`config.mk`:
```
export PLATFORM = sky130hd
export DESIGN_NAME = fetch_predict_unit_flat
export DESIGN_NICKNAME = d
export VERILOG_FILES = /design/src/rtl/fetch_predict_unit_if.sv /design/src/rtl/fetch_predict_unit.sv /design/src/flat_wrapper.sv
export SDC_FILE = /design/constraint.sdc
export NUM_CORES = 2
export LEC_CHECK = 0
export CORE_UTILIZATION = 55
export DETAILED_ROUTE_END_ITERATION = 8
export DONT_BUFFER_PORTS = 1
export PLACE_DENSITY = 0.7
export SETUP_SLACK_MARGIN = 0.1
export SYNTH_ARGS = -nofsm -noshare
export SYNTH_HDL_FRONTEND = slang
export SYNTH_SLANG_ARGS = --single-unit
export TNS_END_PERCENT = 100
```
`constraint.sdc`:
```
create_clock -name CLK -period 50.1 [get_ports CLK]
set_input_delay 10.02 -clock CLK [delete_from_list [all_inputs] [get_ports CLK]]
set_output_delay 10.02 -clock CLK [all_outputs]
set_load 0.01 [all_outputs]
```
`src/rtl/fetch_predict_unit_if.sv`:
```
// rtl/fetch_predict_unit_if.sv - fetch/resolve/redirect bundle for fetch_predict_unit
//
// Groups every non-clock signal of the fetch predictor.
//   slave  : the predictor itself (takes fetch control and EX resolution,
//            returns fetch PC, prediction, redirect and perf counters)
//   master : the pipeline side driving it
interface fetch_predict_unit_if #(
   parameter int CNT_W = 32
);
   logic             ihit;
   logic             stall;
   logic             halt;
   logic [31:0]      imemaddr;
   logic [31:0]      fetch_npc;
   logic             pred_taken;
   logic [31:0]      pred_target;
   logic             res_valid;
   logic [31:0]      res_pc;
   logic             res_taken;
   logic [31:0]      res_target;
   logic             res_pred_taken;
   logic [31:0]      res_pred_target;
   logic             redirect;
   logic [31:0]      redirect_pc;
   logic [CNT_W-1:0] branch_count;
   logic [CNT_W-1:0] mispredict_count;

   modport slave (
      input  ihit, stall, halt,
      input  res_valid, res_pc, res_taken, res_target, res_pred_taken, res_pred_target,
      output imemaddr, fetch_npc, pred_taken, pred_target,
      output redirect, redirect_pc, branch_count, mispredict_count
   );

   modport master (
      output ihit, stall, halt,
      output res_valid, res_pc, res_taken, res_target, res_pred_taken, res_pred_target,
      input  imemaddr, fetch_npc, pred_taken, pred_target,
      input  redirect, redirect_pc, branch_count, mispredict_count
   );
endinterface

```
`src/rtl/fetch_predict_unit.sv`:
```
// rtl/fetch_predict_unit.sv - fetch PC, direct-mapped BTB predictor, mispredict redirect
//
// Ports:
//   CLK  - rising-edge clock
//   RST  - asynchronous active-high reset
//   fpu  - fetch_predict_unit_if.slave: fetch control (ihit/stall/halt),
//          fetch PC and prediction, EX resolution, redirect, perf counters
module fetch_predict_unit #(
   parameter logic [31:0] PC_INIT     = 32'h0,
   parameter int          BTB_ENTRIES = 16,
   parameter int          CTR_W       = 2,
   parameter int          CNT_W       = 32
) (
   input logic               CLK,
   input logic               RST,
   fetch_predict_unit_if.slave fpu
);
   localparam int IDX_W = $clog2(BTB_ENTRIES);
   localparam int TAG_W = 30 - IDX_W;

   // Weakly-taken is the MSB alone; weakly-not-taken is one below it (0 when CTR_W=1).
   localparam logic [CTR_W-1:0] CTR_WT  = CTR_W'(1) << (CTR_W - 1);
   localparam logic [CTR_W-1:0] CTR_WNT = CTR_WT - CTR_W'(1);
   localparam logic [CTR_W-1:0] CTR_MAX = '1;
   localparam logic [CNT_W-1:0] CNT_MAX = '1;

   logic [31:0]            pc;
   logic [31:0]            pcPlus4;
   logic [BTB_ENTRIES-1:0] btbValid;
   logic [TAG_W-1:0]       btbTag    [BTB_ENTRIES];
   logic [31:0]            btbTarget [BTB_ENTRIES];
   logic [CTR_W-1:0]       btbCtr    [BTB_ENTRIES];
   logic [CNT_W-1:0]       branchCount;
   logic [CNT_W-1:0]       mispredictCount;

   logic [IDX_W-1:0] fIdx;
   logic [TAG_W-1:0] fTag;
   logic             fHit;
   logic             predTaken;
   logic [31:0]      predTarget;

   logic [IDX_W-1:0] rIdx;
   logic [TAG_W-1:0] rTag;
   logic             rHit;
   logic [31:0]      correctPc;
   logic             mispredict;

   // Fetch-side lookup: purely combinational from the current pc.
   assign pcPlus4    = pc + 32'd4;
   assign fIdx       = pc[IDX_W+1:2];
   assign fTag       = pc[31:IDX_W+2];
   assign fHit       = btbValid[fIdx] && (btbTag[fIdx] == fTag);
   assign predTaken  = fHit && btbCtr[fIdx][CTR_W-1];
   assign predTarget = predTaken ? btbTarget[fIdx] : pcPlus4;

   // Resolution side: compare the actual next PC with what was predicted downstream.
   assign rIdx       = fpu.res_pc[IDX_W+1:2];
   assign rTag       = fpu.res_pc[31:IDX_W+2];
   assign rHit       = btbValid[rIdx] && (btbTag[rIdx] == rTag);
   assign correctPc  = fpu.res_taken ? fpu.res_target : fpu.res_pc + 32'd4;
   assign mispredict = fpu.res_valid &&
                       ((fpu.res_taken != fpu.res_pred_taken) || (correctPc != fpu.res_pred_target));

   assign fpu.imemaddr         = pc;
   assign fpu.fetch_npc        = pcPlus4;
   assign fpu.pred_taken       = predTaken;
   assign fpu.pred_target      = predTarget;
   assign fpu.redirect         = mispredict;
   assign fpu.redirect_pc      = fpu.res_valid ? correctPc : 32'd0;
   assign fpu.branch_count     = branchCount;
   assign fpu.mispredict_count = mispredictCount;

   // Halt outranks a redirect; a redirect outranks stall/ihit.
   always_ff @(posedge CLK or posedge RST) begin
      if (RST) begin
         pc <= PC_INIT;
      end else if (fpu.halt) begin
         pc <= pc;
      end else if (mispredict) begin
         pc <= correctPc;
      end else if (fpu.ihit && !fpu.stall) begin
         pc <= predTarget;
      end
   end

   // Training runs on every resolve, even while the pipe is halted or stalled.
   always_ff @(posedge CLK or posedge RST) begin
      if (RST) begin
         for (int i = 0; i < BTB_ENTRIES; i++) begin
            btbValid[i]  <= 1'b0;
            btbTag[i]    <= '0;
            btbTarget[i] <= '0;
            btbCtr[i]    <= CTR_WNT;
         end
      end else if (fpu.res_valid) begin
         if (rHit) begin
            if (fpu.res_taken) begin
               btbTarget[rIdx] <= fpu.res_target;
               if (btbCtr[rIdx] != CTR_MAX) btbCtr[rIdx] <= btbCtr[rIdx] + CTR_W'(1);
            end else if (btbCtr[rIdx] != '0) begin
               btbCtr[rIdx] <= btbCtr[rIdx] - CTR_W'(1);
            end
         end else if (fpu.res_taken) begin
            // Miss on a taken branch evicts whatever alias occupied the slot.
            btbValid[rIdx]  <= 1'b1;
            btbTag[rIdx]    <= rTag;
            btbTarget[rIdx] <= fpu.res_target;
            btbCtr[rIdx]    <= CTR_WT;
         end
      end
   end

   always_ff @(posedge CLK or posedge RST) begin
      if (RST) begin
         branchCount     <= '0;
         mispredictCount <= '0;
      end else begin
         if (fpu.res_valid && branchCount != CNT_MAX) branchCount <= branchCount + CNT_W'(1);
         if (mispredict && mispredictCount != CNT_MAX) mispredictCount <= mispredictCount + CNT_W'(1);
      end
   end
endmodule

```
`src/flat_wrapper.sv`:
```
// flat-port wrapper written by rule: the top's interface ports become plain ports
module fetch_predict_unit_flat 
#(
   parameter logic [31:0] PC_INIT     = 32'h0,
   parameter int          BTB_ENTRIES = 16,
   parameter int          CTR_W       = 2,
   parameter int          CNT_W       = 32
)
  (CLK, RST, fpu_ihit, fpu_stall, fpu_halt, fpu_res_valid, fpu_res_pc, fpu_res_taken, fpu_res_target, fpu_res_pred_taken, fpu_res_pred_target, fpu_imemaddr, fpu_fetch_npc, fpu_pred_taken, fpu_pred_target, fpu_redirect, fpu_redirect_pc, fpu_branch_count, fpu_mispredict_count);
  fetch_predict_unit_if #(.CNT_W(CNT_W)) fpu_i ();
  input logic CLK;
  input logic RST;
  input wire logic [$bits(fpu_i.ihit)-1:0] fpu_ihit;
  input wire logic [$bits(fpu_i.stall)-1:0] fpu_stall;
  input wire logic [$bits(fpu_i.halt)-1:0] fpu_halt;
  input wire logic [$bits(fpu_i.res_valid)-1:0] fpu_res_valid;
  input wire logic [$bits(fpu_i.res_pc)-1:0] fpu_res_pc;
  input wire logic [$bits(fpu_i.res_taken)-1:0] fpu_res_taken;
  input wire logic [$bits(fpu_i.res_target)-1:0] fpu_res_target;
  input wire logic [$bits(fpu_i.res_pred_taken)-1:0] fpu_res_pred_taken;
  input wire logic [$bits(fpu_i.res_pred_target)-1:0] fpu_res_pred_target;
  output wire logic [$bits(fpu_i.imemaddr)-1:0] fpu_imemaddr;
  output wire logic [$bits(fpu_i.fetch_npc)-1:0] fpu_fetch_npc;
  output wire logic [$bits(fpu_i.pred_taken)-1:0] fpu_pred_taken;
  output wire logic [$bits(fpu_i.pred_target)-1:0] fpu_pred_target;
  output wire logic [$bits(fpu_i.redirect)-1:0] fpu_redirect;
  output wire logic [$bits(fpu_i.redirect_pc)-1:0] fpu_redirect_pc;
  output wire logic [$bits(fpu_i.branch_count)-1:0] fpu_branch_count;
  output wire logic [$bits(fpu_i.mispredict_count)-1:0] fpu_mispredict_count;
  assign fpu_i.ihit = fpu_ihit;
  assign fpu_i.stall = fpu_stall;
  assign fpu_i.halt = fpu_halt;
  assign fpu_i.res_valid = fpu_res_valid;
  assign fpu_i.res_pc = fpu_res_pc;
  assign fpu_i.res_taken = fpu_res_taken;
  assign fpu_i.res_target = fpu_res_target;
  assign fpu_i.res_pred_taken = fpu_res_pred_taken;
  assign fpu_i.res_pred_target = fpu_res_pred_target;
  assign fpu_imemaddr = fpu_i.imemaddr;
  assign fpu_fetch_npc = fpu_i.fetch_npc;
  assign fpu_pred_taken = fpu_i.pred_taken;
  assign fpu_pred_target = fpu_i.pred_target;
  assign fpu_redirect = fpu_i.redirect;
  assign fpu_redirect_pc = fpu_i.redirect_pc;
  assign fpu_branch_count = fpu_i.branch_count;
  assign fpu_mispredict_count = fpu_i.mispredict_count;
  fetch_predict_unit #(.PC_INIT(PC_INIT), .BTB_ENTRIES(BTB_ENTRIES), .CTR_W(CTR_W), .CNT_W(CNT_W)) u_core (.CLK(CLK), .RST(RST), .fpu(fpu_i));
endmodule
```
==> reports/qor.yml <==
status:
  run_status: "completed"
clock_tree:
  cts-resized-gates: 0
  cts_root_buf: "clkbuf_16"
  htree_levels: 3
  clk_pin_slew_ps: 60
  post-cts-setup-buffers: 0
  numCtsBuffers: 111
  clock_sinks: 1072
  ctsHoldBuffers: 0
  cts_tree: "yes"
  clock_latency_ps: 730
  clock_tree.buffer_depth: 3
floorplanning:
  core_area_mm2: 0.1007
  rows: 116
  die_h_um: 321.7
  num_io_pins: 298
  die_area_mm2: 0.1035
  initial_core_util_pct: 55.81
  dieWidth_um: 321.7
yosys:
  synth_area_per_cell_um2: 13.34
  synth.area.mux_share_pct: 34.49
  synth_top_family_by_area: "multiplexers"
  synthTopCellsByCount: "1,056 x dfrtp_1, 936 x mux2_2, 279 x mux4_2"
  syn_area_mm2: 0.05622
  synth_cells: 4215
  syn-num-nets: 4328
  seq_area_frac_synth_pct: 47.76
  synth_simple_gate_area_share_pct: 5.720
  ys.flop_type: "dfrtp_1"
  synth_compound_area_share_pct: 5.055
  synth_xor_area_share_pct: 3.350
  ys_ff_latch: 1072
  synth_edf_count: 0
  synth_top_area_share_pct: 47.01
  synthAdderAreaFrac_pct: 0.2003
  synth_most_common_cell: "dfrtp_1"
  synth_cell_type_count: 84
  synthTopCellsByArea: "dfrtp_1 47%, mux2_2 19%, mux4_2 11%"
  async_flop_share_pct: 100.0
  yosysWarningCount: 0
  synth_area_leader_cell: "dfrtp_1"
timing:
  slew_violations: 0
  max_freq_mhz: 42.75
  rsz0062_at_grt: "false"
  fin_setup_tns_ps: 0
  setup_viol_count_final: 0
  hold_viol_final: 0
  timing.hold.ws_ps: 483.4
  fin_skew_ps: 31.46
  fin_crit_ps: 23390
  max_slew_margin_pct: 18.07
  worst_pin_slew_ps: 1229
  fin_crit_sh_pct: 46.69
min_path:
  holdCritPathClass: "reg2reg"
  holdPathStages: 2
  min_from: "u_core.btbTarget[417]"
  min_to: "u_core.btbTarget[417]"
drt:
  vias_per_cell: 6.918
  totalWireLength_mm: 181.0
  firstDrtPassIters: 7
  drc: 0
  routedWlPerCell_um: 33.10
  ant_nets: 0
  dr.first_iter.drc_count: 3817
  via_count: 37830
grt:
  grt_start_max_net_pins: 176
  grt_pass1_wl_mm: 265.2
  grtUsageTotal_pct: 35.27
  antenna_found_initial: 6
  grt_overflow: 0
  grt_pass1_vias: 37810
pwr:
  power_density_mw_per_mm2: 42.80
  p_leak_nw: 26.46
  clockPowerShare_pct: 32.7
  ir_drop_mv: 0.03015
  p_sw_mw: 0.7716
  seqPwrFrac_pct: 44.6
  p_sw_share_pct: 29.74
  p_int_mw: 1.823
  p_total_mw: 2.595
  combPwrFrac_pct: 22.7
run:
  cap_violations: 0
placed_design:
  dp_cells: 5264
  portBuffers: 0
  place.gp.congestion: 0.9452
  hpwl_mm: 114.9
setup_path:
  worstReg2RegStart: "u_core.fpu.imemaddr[4]"
  criticalPathCategory: "in2out"
  worstPathMaxFanout: 140
  crit_arrival_ps: 13370
  critPathLaunch: "fpu_res_pc[2]"
  r2r_setup_slack_ps: 43500
  cp-end-kind: "output port"
  r2r-end: "u_core.fpu.imemaddr[30]"
  cp-start-kind: "input port"
  cp.required_ps: 40080
  reg2regPathDepth: 14
cells_and_area:
  num-nets-final: 4133
  final_util_pct: 60.18
  layout-drive-gt1-share_pct: 38.19
  stdcell_count: 5468
  nFillCells: 7956
  syn_to_final_growth_pct: 7.830
## per-layer routing
layer	global-route usage [%]	vias to the layer above	routed length (um)
met4	14.94	6	8427
met2	50.99	1918	78780
met1	47.43	20070	71550
met5	0	-	46
met3	13.58	470	22170
li1	-	15360	-
## area by class of cell
| type | instances | area [um^2] | area share [%] |
|---|---|---|---|
| multi-input cells | 2723 | 27570 | 45.48 |
| inverters | 33 | 131.4 | 0.2167 |
| repair buffers | 79 | 630.6 | 1.040 |
| clock inverters | 33 | 437.9 | 0.7224 |
| well taps | 1357 | 1698 | 2.801 |
| diodes | 3 | 7.507 | 0.01238 |
| flip-flops and latches | 1072 | 26860 | 44.31 |
| clock buffers | 168 | 3284 | 5.418 |
## state kept, by name (all words and copies together), names as in the netlist
signal / count
u_core.btbTag: 416
u_core.btbValid: 16
u_core.btbCtr: 32
u_core.btbTarget: 512
u_core.fpu.imemaddr: 32
u_core.fpu.branch_count: 32
u_core.fpu.mispredict_count: 32
## how the worst max path moves through the flow
stage                     slack, ps                 to  depth (start not counted)
final                         26710       fpu_redirect                          9
after detailed placement      26820       fpu_redirect                         10
after global placement        26880       fpu_redirect                         10
after floorplan                9930  u_core.btbCtr[11]                          1
after CTS                     26800       fpu_redirect                         10
after global routing          26580       fpu_redirect                         10
## metrics by stage
stage | worst slack (ps) | instance area (um^2)
2_1_floorplan | 9929 | 56220
3_3_place_gp | 26880 | 56890
3_5_place_dp | 26820 | 56890
4_1_cts | 26800 | 60610
5_1_grt | 26580 | 60610
6_report | 26710 | 60620
## cells in the final DEF (no fill, tap or decap), types with 9 or more instances in the layout
master / instances
nor3b_1: 10
xor2_1: 82
o22ai_1: 22
dfstp_2: 16
nand2b_1: 14
or3_1: 12
or4_1: 9
nor2b_1: 9
o22ai_2: 9
clkinv_2: 15
nand2_1: 152
a31oi_1: 17
nand3_1: 68
nor2_1: 134
a221oi_1: 78
mux2_2: 936
buf_4: 76
or2_2: 12
nand4_1: 54
and3_1: 22
nor3_1: 35
clkbuf_16: 113
o21ai_0: 120
nor4_1: 22
a21oi_1: 32
mux2i_1: 227
clkbuf_1: 30
nand2_2: 14
ha_1: 9
clkbuf_8: 25
a22oi_1: 33
inv_1: 28
mux2_1: 26
and2_1: 21
a211oi_1: 10
dfrtp_1: 1052
mux4_2: 279
xnor2_1: 133
nand3_2: 9
## logic make-up after synthesis
logic type	Yosys count
multiplexers	1468
flip-flops	1072
AND/OR/NAND/NOR	632
buffers and inverters	420
AO/OA/AOI/OAI	399
XOR/XNOR	215
adder cells (fa/ha/maj)	9
## critical path, stage by stage
cell,delay (ps)
ha_1,400
nand3_1,590
nor3_1,520
nor4b_1,790
nor3b_1,100
nor4_1,320
a41o_1,210
a41oi_2,110
buf_4,230
## power groups by stage
stage	clock network (mW)	registers (mW)	logic (mW)
after floorplan	0	1.12	0.466
after global placement	0	1.16	0.570
after detailed placement	0	1.17	0.582
after CTS	0.856	1.15	0.584
after global routing	0.892	1.18	0.626
final	0.847	1.16	0.590
Power figures use the tool's default switching activity.
